--- src/rtl/swerv_types.sv ---
// Shared types and constants for the debug trigger CSR block.
//   trigger_pkt_t : per-trigger match configuration sent to decode/LSU matchers
//   td1_t         : the writable/stored fields of one tdata1 register
//   csr_sel_e     : which trigger CSR (if any) an address selects
package swerv_types;

  localparam logic [11:0] CSR_TSELECT = 12'h7A0;
  localparam logic [11:0] CSR_TDATA1  = 12'h7A1;
  localparam logic [11:0] CSR_TDATA2  = 12'h7A2;

  localparam int TD1_TYPE_LSB    = 28;
  localparam int TD1_DMODE       = 27;
  localparam int TD1_MASKMAX_LSB = 21;
  localparam int TD1_HIT         = 20;
  localparam int TD1_SELECT      = 19;
  localparam int TD1_ACTION      = 12;
  localparam int TD1_CHAIN       = 11;
  localparam int TD1_MATCH       = 7;
  localparam int TD1_M           = 6;
  localparam int TD1_EXECUTE     = 2;
  localparam int TD1_STORE       = 1;
  localparam int TD1_LOAD        = 0;

  localparam logic [3:0] TD1_TYPE_VAL    = 4'd2;
  localparam logic [5:0] TD1_MASKMAX_VAL = 6'd31;

  typedef struct packed {
    logic        select;
    logic        match;
    logic        store;
    logic        load;
    logic        execute;
    logic        m;
    logic [31:0] tdata2;
  } trigger_pkt_t;

  typedef struct packed {
    logic dmode;
    logic hit;
    logic select;
    logic action;
    logic chain;
    logic match;
    logic m;
    logic execute;
    logic store;
    logic load;
  } td1_t;

  typedef enum logic [1:0] {
    CSR_NONE,
    CSR_TSEL,
    CSR_TD1,
    CSR_TD2
  } csr_sel_e;

  function automatic csr_sel_e csr_decode(logic [11:0] addr, logic [11:0] base);
    csr_sel_e sel;
    sel = CSR_NONE;
    if (addr == base)               sel = CSR_TSEL;
    else if (addr == base + 12'd1)  sel = CSR_TD1;
    else if (addr == base + 12'd2)  sel = CSR_TD2;
    return sel;
  endfunction

  // Architectural tdata1 view: constant type/maskmax, stored fields, zeros elsewhere.
  function automatic logic [31:0] td1_read(td1_t t);
    logic [31:0] v;
    v = '0;
    v[TD1_TYPE_LSB +: 4]    = TD1_TYPE_VAL;
    v[TD1_DMODE]            = t.dmode;
    v[TD1_MASKMAX_LSB +: 6] = TD1_MASKMAX_VAL;
    v[TD1_HIT]              = t.hit;
    v[TD1_SELECT]           = t.select;
    v[TD1_ACTION]           = t.action;
    v[TD1_CHAIN]            = t.chain;
    v[TD1_MATCH]            = t.match;
    v[TD1_M]                = t.m;
    v[TD1_EXECUTE]          = t.execute;
    v[TD1_STORE]            = t.store;
    v[TD1_LOAD]             = t.load;
    return v;
  endfunction

endpackage

--- src/rtl/dec_trigger_reg.sv ---
// One trigger's tdata1/tdata2 storage with write qualification.
//   i_wen_tdata1/2 : write strobes already steered to this trigger
//   i_wf           : tdata1 fields of the write data
//   i_wdata        : full write data (tdata2)
//   i_debug_mode   : core in debug mode (gates dmode-owned writes)
//   i_hit_set      : this trigger fired this cycle
//   o_td1/o_tdata2 : stored state; o_pkt : matcher configuration
module dec_trigger_reg
  import swerv_types::*;
(
  input  logic         clk,
  input  logic         rst,
  input  logic         i_wen_tdata1,
  input  logic         i_wen_tdata2,
  input  td1_t         i_wf,
  input  logic [31:0]  i_wdata,
  input  logic         i_debug_mode,
  input  logic         i_hit_set,
  output td1_t         o_td1,
  output logic [31:0]  o_tdata2,
  output trigger_pkt_t o_pkt
);

  td1_t        r_td1;
  logic [31:0] r_tdata2;
  logic        w_wr_ok;
  logic        w_dmode;
  td1_t        w_td1_wr;

  // A debugger-owned trigger is read-only to machine-mode software.
  assign w_wr_ok = !(r_td1.dmode && !i_debug_mode);
  assign w_dmode = i_debug_mode ? i_wf.dmode : r_td1.dmode;

  always_comb begin
    w_td1_wr        = i_wf;
    w_td1_wr.dmode  = w_dmode;
    // Entering debug mode is only legal for debugger-owned triggers.
    w_td1_wr.action = i_wf.action & w_dmode;
  end

  always_ff @(posedge clk or posedge rst) begin
    if (rst) begin
      r_td1    <= '0;
      r_tdata2 <= '0;
    end else begin
      // A same-cycle CSR write overrides the hit set by a fire.
      if (i_wen_tdata1 && w_wr_ok) r_td1 <= w_td1_wr;
      else if (i_hit_set)          r_td1.hit <= 1'b1;
      if (i_wen_tdata2 && w_wr_ok) r_tdata2 <= i_wdata;
    end
  end

  assign o_td1          = r_td1;
  assign o_tdata2       = r_tdata2;
  assign o_pkt.select   = r_td1.select;
  assign o_pkt.match    = r_td1.match;
  assign o_pkt.m        = r_td1.m;
  assign o_pkt.execute  = r_td1.execute & r_td1.m;
  assign o_pkt.store    = r_td1.store & r_td1.m;
  assign o_pkt.load     = r_td1.load & r_td1.m;
  assign o_pkt.tdata2   = r_tdata2;

endmodule

--- src/rtl/dec_trigger_csr.sv ---
// Debug trigger CSRs (tselect/tdata1/tdata2), chaining and fire registration.
//   csr_*            : CSR write port and combinational read port
//   debug_mode       : suppresses firing while in debug mode
//   raw_hit_wb/valid : unchained per-trigger matches of the retiring instruction
//   trigger_pkt_any  : per-trigger matcher configuration (from flops)
//   trig_fire        : registered chained fire vector
//   trig_dbg_req / trig_bkpt_req : fired trigger wants debug entry / breakpoint
module dec_trigger_csr
  import swerv_types::*;
#(
  parameter int          NUM_TRIG     = 4,
  parameter logic [11:0] TSELECT_ADDR = CSR_TSELECT
) (
  input  logic                        clk,
  input  logic                        rst,
  input  logic                        csr_wen,
  input  logic [11:0]                 csr_waddr,
  input  logic [31:0]                 csr_wdata,
  input  logic [11:0]                 csr_raddr,
  output logic [31:0]                 csr_rdata,
  output logic                        csr_rhit,
  input  logic                        debug_mode,
  input  logic [NUM_TRIG-1:0]         raw_hit_wb,
  input  logic                        raw_hit_valid_wb,
  output trigger_pkt_t [NUM_TRIG-1:0] trigger_pkt_any,
  output logic [NUM_TRIG-1:0]         trig_fire,
  output logic                        trig_dbg_req,
  output logic                        trig_bkpt_req
);

  logic [1:0]          r_tselect;
  logic [NUM_TRIG-1:0] r_fire;
  logic                r_dbg_req;
  logic                r_bkpt_req;

  csr_sel_e            w_wsel;
  csr_sel_e            w_rsel;
  td1_t                w_wf;
  td1_t                w_td1 [NUM_TRIG];
  logic [31:0]         w_td2 [NUM_TRIG];
  logic [NUM_TRIG-1:0] w_sel_oh;
  logic [NUM_TRIG-1:0] w_raw;
  logic [NUM_TRIG-1:0] w_fire;
  logic [NUM_TRIG-1:0] w_action;

  assign w_wsel = csr_wen ? csr_decode(csr_waddr, TSELECT_ADDR) : CSR_NONE;
  assign w_rsel = csr_decode(csr_raddr, TSELECT_ADDR);

  always_comb begin
    w_wf         = '0;
    w_wf.dmode   = csr_wdata[TD1_DMODE];
    w_wf.hit     = csr_wdata[TD1_HIT];
    w_wf.select  = csr_wdata[TD1_SELECT];
    w_wf.action  = csr_wdata[TD1_ACTION];
    w_wf.chain   = csr_wdata[TD1_CHAIN];
    w_wf.match   = csr_wdata[TD1_MATCH];
    w_wf.m       = csr_wdata[TD1_M];
    w_wf.execute = csr_wdata[TD1_EXECUTE];
    w_wf.store   = csr_wdata[TD1_STORE];
    w_wf.load    = csr_wdata[TD1_LOAD];
  end

  always_comb begin
    w_sel_oh            = '0;
    w_sel_oh[r_tselect] = 1'b1;
  end

  for (genvar g = 0; g < NUM_TRIG; g++) begin : g_trig
    // Only the even trigger of each pair carries a chain bit.
    localparam bit CHAIN_OK = (g % 2) == 0;
    td1_t w_wf_g;

    always_comb begin
      w_wf_g       = w_wf;
      w_wf_g.chain = w_wf.chain & CHAIN_OK;
    end

    dec_trigger_reg u_reg (
      .clk          (clk),
      .rst          (rst),
      .i_wen_tdata1 ((w_wsel == CSR_TD1) && w_sel_oh[g]),
      .i_wen_tdata2 ((w_wsel == CSR_TD2) && w_sel_oh[g]),
      .i_wf         (w_wf_g),
      .i_wdata      (csr_wdata),
      .i_debug_mode (debug_mode),
      .i_hit_set    (w_fire[g]),
      .o_td1        (w_td1[g]),
      .o_tdata2     (w_td2[g]),
      .o_pkt        (trigger_pkt_any[g])
    );

    assign w_action[g] = w_td1[g].action;
  end

  always_ff @(posedge clk or posedge rst) begin
    if (rst)
      r_tselect <= '0;
    else if ((w_wsel == CSR_TSEL) && (csr_wdata[31:2] == '0))
      r_tselect <= csr_wdata[1:0];
  end

  always_comb begin
    w_raw  = raw_hit_wb & {NUM_TRIG{raw_hit_valid_wb & ~debug_mode}};
    w_fire = w_raw;
    for (int k = 0; k < NUM_TRIG / 2; k++) begin
      if (w_td1[2*k].chain) begin
        w_fire[2*k]   = w_raw[2*k] & w_raw[2*k+1];
        w_fire[2*k+1] = w_raw[2*k] & w_raw[2*k+1];
      end
    end
  end

  always_ff @(posedge clk or posedge rst) begin
    if (rst) begin
      r_fire     <= '0;
      r_dbg_req  <= 1'b0;
      r_bkpt_req <= 1'b0;
    end else begin
      r_fire     <= w_fire;
      r_dbg_req  <= |(w_fire & w_action);
      r_bkpt_req <= |(w_fire & ~w_action);
    end
  end

  assign trig_fire     = r_fire;
  assign trig_dbg_req  = r_dbg_req;
  assign trig_bkpt_req = r_bkpt_req;

  always_comb begin
    csr_rdata = '0;
    csr_rhit  = (w_rsel != CSR_NONE);
    case (w_rsel)
      CSR_TSEL: csr_rdata = {30'b0, r_tselect};
      CSR_TD1:  csr_rdata = td1_read(w_td1[r_tselect]);
      CSR_TD2:  csr_rdata = w_td2[r_tselect];
      default:  csr_rdata = '0;
    endcase
  end

endmodule
--- config.mk ---
export PLATFORM = sky130hd
export DESIGN_NAME = dec_trigger_csr
export DESIGN_NICKNAME = d
export VERILOG_FILES = /design/src/rtl/swerv_types.sv /design/src/rtl/dec_trigger_reg.sv /design/src/rtl/dec_trigger_csr.sv
export SDC_FILE = /design/constraint.sdc
export NUM_CORES = 1
export LEC_CHECK = 0
export ABC_AREA = 1
export CAP_MARGIN = 20
export CORE_UTILIZATION = 30
export DETAILED_ROUTE_END_ITERATION = 6
export PLACE_DENSITY = 0.68
export SYNTH_ARGS = -nofsm -noshare
export SYNTH_HDL_FRONTEND = slang
export SYNTH_SLANG_ARGS = --single-unit
--- constraint.sdc ---
create_clock -name clk -period 5.7 [get_ports clk]
set_input_delay 0.855 -clock clk [delete_from_list [all_inputs] [get_ports clk]]
set_output_delay 0.855 -clock clk [all_outputs]
set_load 0.05 [all_outputs]
Yosys cells after proc, flatten, opt, wreduce, memory -nomap -nowiden --
Cells that the tools add are included.
Storage, ports and cells: logic and storage cells 151, input bits 65, bits in registers 174, output and inout bits 191
Cells by class: order comparisons 3, reductions and logical operators 35, mux-type cells 30, equal/unequal tests 12, bitwise logic cells 25
Operator list (count):
- $pmux W32 S3 | 1
- $eq A12 B11 Y1 const B | 6
- $bmux W32 S2 | 1
- $mux W32 | 2
- $logic_not A30 Y1 | 1
- $logic_and A1 B1 Y1 | 22
- $bmux W10 S2 | 1
- $mux W10 | 2
- $and A1 B1 Y1 | 19
- $mux W2 | 9
- $mux W1 | 13
- $and A4 B4 Y4 | 3
- $reduce_bool A2 Y1 | 5
- $eq A2 B2 Y1 const B | 4
- $reduce_or A4 Y1 | 2
- $logic_not A1 Y1 | 5
- $eq A2 B1 Y1 const B | 2
- $not A4 Y4 | 1
- $ge A3 B3 Y1 const B | 1
- $lt A2 B3 Y1 const B | 1
- $not A2 Y3 | 1
- $demux W1 S2 | 1
- $ge A2 B1 Y1 const B | 1
- $not A1 Y1 | 1

Longest topological paths before layout --
Gate-level depths: netlist of run 1.
depth in word-level cells 9, depth in mapped cells 11, mapped depth without buffers 9

By module --
From an unflattened synthesis of run 1, not the netlist that was laid out.
Unflattened totals: cell total of the unflattened synthesis 1288, area total of the unflattened synthesis 10139.7 µm²
Modules (own cells, without submodules):
- dec_trigger_reg | area each 2001.9 µm², instances 4, cells each 229, seq. area each 1051.0 µm²
- dec_trigger_csr | area each 2132.0 µm², instances 1, cells each 372, seq. area each 200.2 µm²

Least setup slack after synthesis of run 1 --
No wires, ideal clock.
kind in2out, start point input port csr_raddr[5], end point output port csr_rdata[11], data required time 4845 ps, arrival 2560 ps, path buffers 0, setup slack 2285 ps, cell stages on the path 6, cell sequence inv_1 nor2_1 nand3_1 nor2_4 nand3_2 o21ai_0
Between the ends: word-level cells in the longest chain between the ends 6, elaborated cells on any way between the ends 10, classes of those cells eq/ne (6); mux (4)
RTL lines:
- start: declaration | RTL line dec_trigger_csr.sv:19 | input logic [11:0] csr_raddr,
- $eq A12 B11 Y1 | RTL line swerv_types.sv:62 | else if (addr == base + 12'd2) sel = CSR_TD2;
- $mux W2 | RTL line swerv_types.sv:62
- $mux W2 | RTL line swerv_types.sv:61 | else if (addr == base + 12'd1) sel = CSR_TD1;
- $mux W2 * | RTL line swerv_types.sv:60 | if (addr == base) sel = CSR_TSEL;
- $eq A2 B2 Y1 or $eq A2 B1 Y1 (tied branches) | RTL line dec_trigger_csr.sv:132 | case (w_rsel)
- $pmux W32 S3 * | RTL line dec_trigger_csr.sv:132
- end: declaration | RTL line dec_trigger_csr.sv:20 | output logic [31:0] csr_rdata,
Mark *: on every way between the ends. The rest lies on a longest branch, timed or not.

Worst setup path after layout of run 1 --
start point input port csr_raddr[5], end point output port csr_rdata[14]
Same word-level chain as after synthesis.

==> results.json, run 1 <==
{
  "maxCapViolCount": 0,
  "syn_to_final_growth_pct": 39.20,
  "cts_resized": 0,
  "met1_length_um": 13130,
  "crit_fanout": 16,
  "fin_tns_setup_ns": 0,
  "grt_pass1_vias": 7740,
  "hp-class": "flop to flop",
  "die_y_um": 169.2,
  "ys_types": 30,
  "p_switching_w": 0.0006187,
  "hold_viol": 0,
  "met2RoutedLength_um": 13640,
  "crit_chain": "clkdlybuf4s50_1 -> inv_1 -> nor2_1 -> nand3_1 -> nor2_4 -> nand2_1 -> a41oi_1 -> clkdlybuf4s50_1",
  "yosys_warnings": 0,
  "htreeDepth": 4,
  "power_density_nw_per_um2": 213.1,
  "drive_gt1_share_pct": 5.784,
  "max_slew.worst_pin.slew_ns": 0.9143,
  "totalWireLength_um": 29580,
  "ant_nets": 0,
  "start_util_pct": 30.84,
  "numPortBuffers": 255,
  "antenna_found_initial": 0,
  "synth_area_um2": 8382,
  "rows": 60,
  "critPathRequiredTime_ns": 4.85,
  "io_pins": 256,
  "cts_tree": "done",
  "post-route-period-util_pct": 78.49,
  "ys_ff_latch": 174,
  "seqPwrFrac_pct": 49.8,
  "n_antenna_cell": 0,
  "crit_top_cell": "clkdlybuf4s50_1",
  "final_cell_area_um2": 11670,
  "grt_util_all_layers_pct": 20.78,
  "switching_share_pct": 24.88,
  "critPathKind": "primary input to output pin",
  "design.core.area_um2": 27180,
  "dr_total_vias": 7907,
  "wl_per_cell_um": 18.11,
  "leakage_nw": 5.011,
  "skew_ns": 0.01409,
  "syn_area_per_cell_um2": 8.161,
  "finalSetupViolCount": 0,
  "yosysSeqAreaShare_pct": 51.95,
  "drt_pass1_iterations": 5,
  "postCtsHoldBufs": 0,
  "maxSlewViolCount": 0,
  "critPathArrivalTime_ns": 3.62,
  "period_minus_slack_ns": 4.474,
  "drc_errors": 0,
  "combPwrFrac_pct": 5.6,
  "crit_slowest_cell": "clkdlybuf4s50_1",
  "cp-start-kind": "primary input",
  "grt_overflow": 0,
  "cts_root_buffer": "clkbuf_16",
  "nets": 1315,
  "cp_slowest_stage_delay_ns": 0.86,
  "grt_pass1_wl_um": 44980,
  "end_kind": "output pin",
  "clkSinkCount": 174,
  "gp_congestion": 0.9007,
  "clk_path_buf_depth": 2,
  "grt_start_max_net_pins": 93,
  "cts.reportedPaths.clkPinSlew_ns": 0.07,
  "pwr-share-clk_pct": 44.6,
  "ir_drop_uv": 152.2,
  "cts_buffers": 17,
  "die-width_um": 169.2,
  "avgViaCountPerCell": 4.839,
  "rsz0062_at_grt": "no",
  "syn-num-nets": 1092,
  "p_int_w": 0.001868,
  "place_hpwl_um": 20960,
  "drt_iter0_drc": 520,
  "die_area_um2": 28610,
  "maxUsedRoutingLayer": "met4",
  "slew_headroom_pct": 38.98,
  "post_cts_buffers": 0,
  "routed-wl-met3_um": 2155,
  "clk_latency_ns": 0.42,
  "fmax_mhz": 223.5,
  "synth_cells": 1027,
  "status": "finished, final reports clean",
  "placed_cell_area_um2": 11120
}
-- critical path, delay by kind of cell --
kind                   cells  cell delay [ns]
buffers and inverters      3             1.34
AND/OR/NAND/NOR            4             0.99
AO/OA/AOI/OAI              1             0.41
-- cell usage after synthesis (all sizes together) --
cell | count | area share [%]
dfrtp | 174 | 52
a41oi | 16 | 1.7
o21ai | 165 | 9.9
nor2 | 38 | 2.4
nor3 | 2 | 0.24
a211oi | 4 | 0.36
clkbuf | 7 | 0.31
inv | 82 | 3.7
a22o | 1 | 0.10
nand2 | 411 | 19
a21oi | 5 | 0.48
a22oi | 5 | 0.45
buf | 53 | 4.1
nand3 | 33 | 2.6
nand4 | 28 | 3.0
clkinv | 1 | 0.060
o22ai | 2 | 0.15
-- layer usage --
metal | vias up | GRT usage (%)
met5 | - | 0
met4 | 0 | 6.424
met3 | 44 | 4.268
met2 | 327 | 33.39
met1 | 3770 | 28.09
li1 | 3766 | -
-- path summary, 6_finish.rpt --
path,from,to,slack [ns],cells after the start
setup / recovery,csr_raddr[5],csr_rdata[14],1.23,8
hold / removal,g_trig[2].u_reg.o_td1[6]$_DFFE_PP0P_,g_trig[2].u_reg.o_td1[6]$_DFFE_PP0P_,0.51,2
setup reg to reg,r_tselect[0]$_DFFE_PP0P_,g_trig[3].u_reg.o_tdata2[26]$_DFFE_PP0P_,3.41,4
hold reg to reg,g_trig[2].u_reg.o_td1[6]$_DFFE_PP0P_,g_trig[2].u_reg.o_td1[6]$_DFFE_PP0P_,0.51,2
max in group asynchronous,rst,g_trig[1].u_reg.o_tdata2[25]$_DFFE_PP0P_,3.78,3
min in group asynchronous,rst,g_trig[2].u_reg.o_tdata2[4]$_DFFE_PP0P_,0.94,2
-- cells by family (layout without fill, tap and decap cells) --
| logic type | after synthesis | count (layout) | synth area share [%] |
|---|---|---|---|
| and+or+nand+nor | 512 | 512 | 26.79 |
| AOI/OAI and AO/OA | 198 | 198 | 13.06 |
| DFF | 174 | 174 | 51.95 |
| buffers and inverters | 143 | 378 | 8.195 |
-- state kept, by name (all words and copies together), names as in the netlist --
| register | cells |
|---|---|
| g_trig.u_reg.o_tdata2 | 128 |
| trig_dbg_req | 1 |
| r_tselect | 2 |
| g_trig.u_reg.o_td1 | 26 |
| trig_bkpt_req | 1 |
| g_trig.u_reg.o_pkt | 12 |
| trig_fire | 4 |
-- layout make-up --
| cell class | instances | area, um^2 |
|---|---|---|
| clock buffer | 18 | 439.2 |
| clock inverter | 13 | 107.6 |
| fill | 2741 | 15510 |
| inverter | 83 | 320.3 |
| multi-input combinational | 710 | 3348 |
| sequential | 174 | 4354 |
| tap | 372 | 465.4 |
| timing repair buffer | 264 | 2633 |
-- stage by stage --
step | std cells | power [W] | utilization [%] | worst slack, ns | hold WS, ns
after detailed placement | 1603 | 0.001404 | 40.92 | 1.225 | 0.5010
after CTS | 1634 | 0.002517 | 42.93 | 1.232 | 0.5180
final | 1634 | 0.002487 | 42.93 | 1.226 | 0.5139
after global placement | 1603 | 0.001402 | 40.92 | 1.275 | 0.4960
after floorplan | 1027 | 0.001325 | - | 0.1282 | 0.4709
after global routing | 1634 | 0.002579 | 42.93 | 1.058 | 0.5401
-- layout by cell type (no fill, tap or decap), types with 2 or more instances in the layout --
master / Yosys / routed
a21oi_2: 4 / 4
nand3_4: 4 / 4
nor2_4: 3 / 4
dfrtp_1: 174 / 174
clkbuf_16: 0 / 17
nand2_1: 407 / 407
inv_2: 2 / 2
a22oi_1: 5 / 5
a41oi_1: 16 / 16
nor3_2: 2 / 2
clkinv_2: 1 / 3
clkdlybuf4s50_1: 0 / 255
a211oi_1: 4 / 4
nand3_1: 28 / 28
o22ai_1: 2 / 2
buf_4: 12 / 8
nor2_8: 2 / 2
inv_1: 79 / 78
nand2_2: 4 / 4
o21ai_1: 158 / 158
nand4_1: 23 / 23
o21ai_0: 7 / 7
nand4_4: 5 / 5
inv_6: 0 / 5
nor2_2: 2 / 2
clkinv_4: 0 / 5
nor2_1: 31 / 30
-- power by group through the flow --
stage,Combinational [W],Clock (W),Sequential (W)
3_5_place_dp,0.000142,0,0.00126
5_1_grt,0.000154,0.00119,0.00124
2_1_floorplan,0.0000549,0,0.00127
4_1_cts,0.000142,0.00114,0.00124
3_3_place_gp,0.000140,0,0.00126
6_report,0.000140,0.00111,0.00124
(Power assumes the default switching activity.)
==> inputs of run 2 (changes only) <==
- clock period: 5.7 -> 4 ns (I/O delays scaled with it)
==> run 2 against run 1 <==
Compared with the run above:
- final cell count is 0.49% higher
- sequential power up 42%
- clock skew is 0.0024 ns higher
- setup slack worse by 0.53 ns
- critical path depth fell by 1
- sequential share of layout area shrank 1.3 points
- combinational power rose by 46%
- critical endpoint is now csr_rdata[13]
- largest power group unchanged
==> results.json, run 2 (synthesized netlist as in run 1, its figures left out) <==
{
  "crit_top_cell": "buf_12",
  "reg2reg_from": "r_tselect[0]$_DFFE_PP0P_",
  "drive_gt1_share_pct": 8.898,
  "design.core.area_um2": 27180,
  "grt_util_all_layers_pct": 21.01,
  "cp-start-kind": "flop",
  "rsz0062_at_grt": "no",
  "path_buf_inv": 4,
  "grt_overflow": 0,
  "syn_to_final_growth_pct": 44.34,
  "hold_ws_ns": 0.5172,
  "die_area_um2": 28610,
  "wl_per_cell_um": 18.08,
  "start_util_pct": 30.84,
  "cts_tree": "done",
  "power_density_nw_per_um2": 308.3,
  "postCtsHoldBufs": 0,
  "drt_iter0_drc": 555,
  "place_hpwl_um": 21020,
  "cts_buffers": 17,
  "clk_latency_ns": 0.42,
  "finalSetupViolCount": 0,
  "totalWireLength_um": 29690,
  "io_pins": 256,
  "cts_resized": 0,
  "max_slew.worst_pin.slew_ns": 0.8698,
  "grt_pass1_vias": 7675,
  "hp-class": "flop to flop",
  "largest_reg_flops": 128,
  "dr_total_vias": 7946,
  "crit_fanout": 20,
  "clkSinkCount": 174,
  "die_y_um": 169.2,
  "cp_slowest_stage_delay_ns": 0.57,
  "grt_pass1_wl_um": 45620,
  "period_minus_slack_ns": 3.300,
  "rr_worst_depth": 4,
  "critical_path.top_delay_family": "buffers and inverters",
  "numPortBuffers": 255,
  "holdPathStages": 2,
  "ant_nets": 0,
  "critPathArrivalTime_ns": 2.70,
  "ir_drop_uv": 288.5,
  "final_common_cell": "nand2_1",
  "maxCapViolCount": 0,
  "drt_pass1_iterations": 5,
  "nets": 1322,
  "slew_headroom_pct": 42.01,
  "min_to": "g_trig[2].u_reg.o_tdata2[19]$_DFFE_PP0P_",
  "grt_start_max_net_pins": 65,
  "crit_chain": "clkinv_2 -> nand2_2 -> inv_1 -> buf_12 -> nand2_1 -> a41oi_1 -> buf_12",
  "critPathKind": "flop to output pin",
  "post-route-period-util_pct": 82.50,
  "critPathRequiredTime_ns": 3.40,
  "final_cells": 1642,
  "r2r_setup_slack_ns": 1.71,
  "htreeDepth": 4,
  "nFillCells": 2702,
  "skew_ns": 0.01647,
  "status": "finished, final reports clean",
  "rows": 60,
  "cts_root_buffer": "clkbuf_16",
  "avgViaCountPerCell": 4.839,
  "maxSlewViolCount": 0,
  "hold_viol": 0,
  "mostFrequentLayoutCells": "nand2_1, clkdlybuf4s50_1, dfrtp_1, o21ai_1, inv_1",
  "n_antenna_cell": 0,
  "end_kind": "output pin",
  "power_w": 0.003729,
  "cts.reportedPaths.clkPinSlew_ns": 0.07,
  "crit_slowest_cell": "inv_1",
  "worstHoldStart": "g_trig[2].u_reg.o_tdata2[19]$_DFFE_PP0P_",
  "clk_path_buf_depth": 2,
  "drc_errors": 0,
  "die-width_um": 169.2,
  "antenna_found_initial": 1,
  "post_cts_buffers": 0,
  "leakage_nw": 5.222,
  "gp_congestion": 0.8764,
  "fin_tns_setup_ns": 0,
  "worstReg2RegEnd": "g_trig[1].u_reg.o_tdata2[25]$_DFFE_PP0P_",
  "fmax_mhz": 303.0,
  "dpl.cell_count": 1610,
  "cp.depth": 7
}
-- run 2: changes by cell type in the layout (fill, tap and decap cells not counted), sizes merged --
cell           previous run  this run
buf                       9        48
bufinv                    0         2
clkbuf                   18        17
clkdlybuf4s50           255       223
clkinv                    8         6
clkinvlp                  1         2
inv                      87        88
-- run 2: tightest hold or removal path: cells and delay by family, from the launching register on --
family | cells | cell delay (ns)
simple gates | 1 | 0.06
flops | 1 | 0.36
compound gates | 1 | 0.06
-- run 2: cell type report --
| class | instances | area [um^2] | share of cell area, % |
|---|---|---|---|
| Tap cell | 372 | 465.4 | 3.847 |
| Multi-Input combinational cell | 710 | 3348 | 27.68 |
| Sequential cell | 174 | 4354 | 35.99 |
| Clock inverter | 15 | 192.7 | 1.593 |
| Inverter | 83 | 319.1 | 2.637 |
| Timing Repair Buffer | 271 | 2993 | 24.74 |
| Clock buffer | 17 | 425.4 | 3.516 |
-- run 2: stage by stage --
step	utilization, %	instance area (um^2)	setup WS, ns
2_1_floorplan	-	8386	1.095
3_3_place_gp	42.24	11480	0.7025
3_5_place_dp	42.24	11480	0.7055
4_1_cts	44.52	12100	0.6366
5_1_grt	44.52	12100	0.5231
6_report	44.52	12100	0.7001
-- run 2: layer usage --
layer,global-route usage [%],vias to the layer above,part of all wire (%)
met5,0,-,0.044
met4,4.779,2,1.3
met3,5.947,22,8.2
met2,33.96,341,47
met1,27.83,3795,44
li1,-,3786,-
-- run 2: how the worst max path moves through the flow --
stage                     slack (ns)            end                     start
final                           0.70  csr_rdata[13]  r_tselect[0]$_DFFE_PP0P_
after global routing            0.52  csr_rdata[13]  r_tselect[1]$_DFFE_PP0P_
after CTS                       0.64  csr_rdata[13]  r_tselect[0]$_DFFE_PP0P_
after detailed placement        0.71  csr_rdata[27]              csr_raddr[5]
after global placement          0.70  csr_rdata[27]              csr_raddr[5]
after floorplan                 1.09  csr_rdata[11]              csr_raddr[5]
-- run 2: power breakdown --
| group | switching, W | total [W] | internal (W) |
|---|---|---|---|
| Sequential | 0.00000182 | 0.00176 | 0.00176 |
| Combinational | 0.000126 | 0.000205 | 0.0000793 |
| Clock | 0.000804 | 0.00176 | 0.000957 |
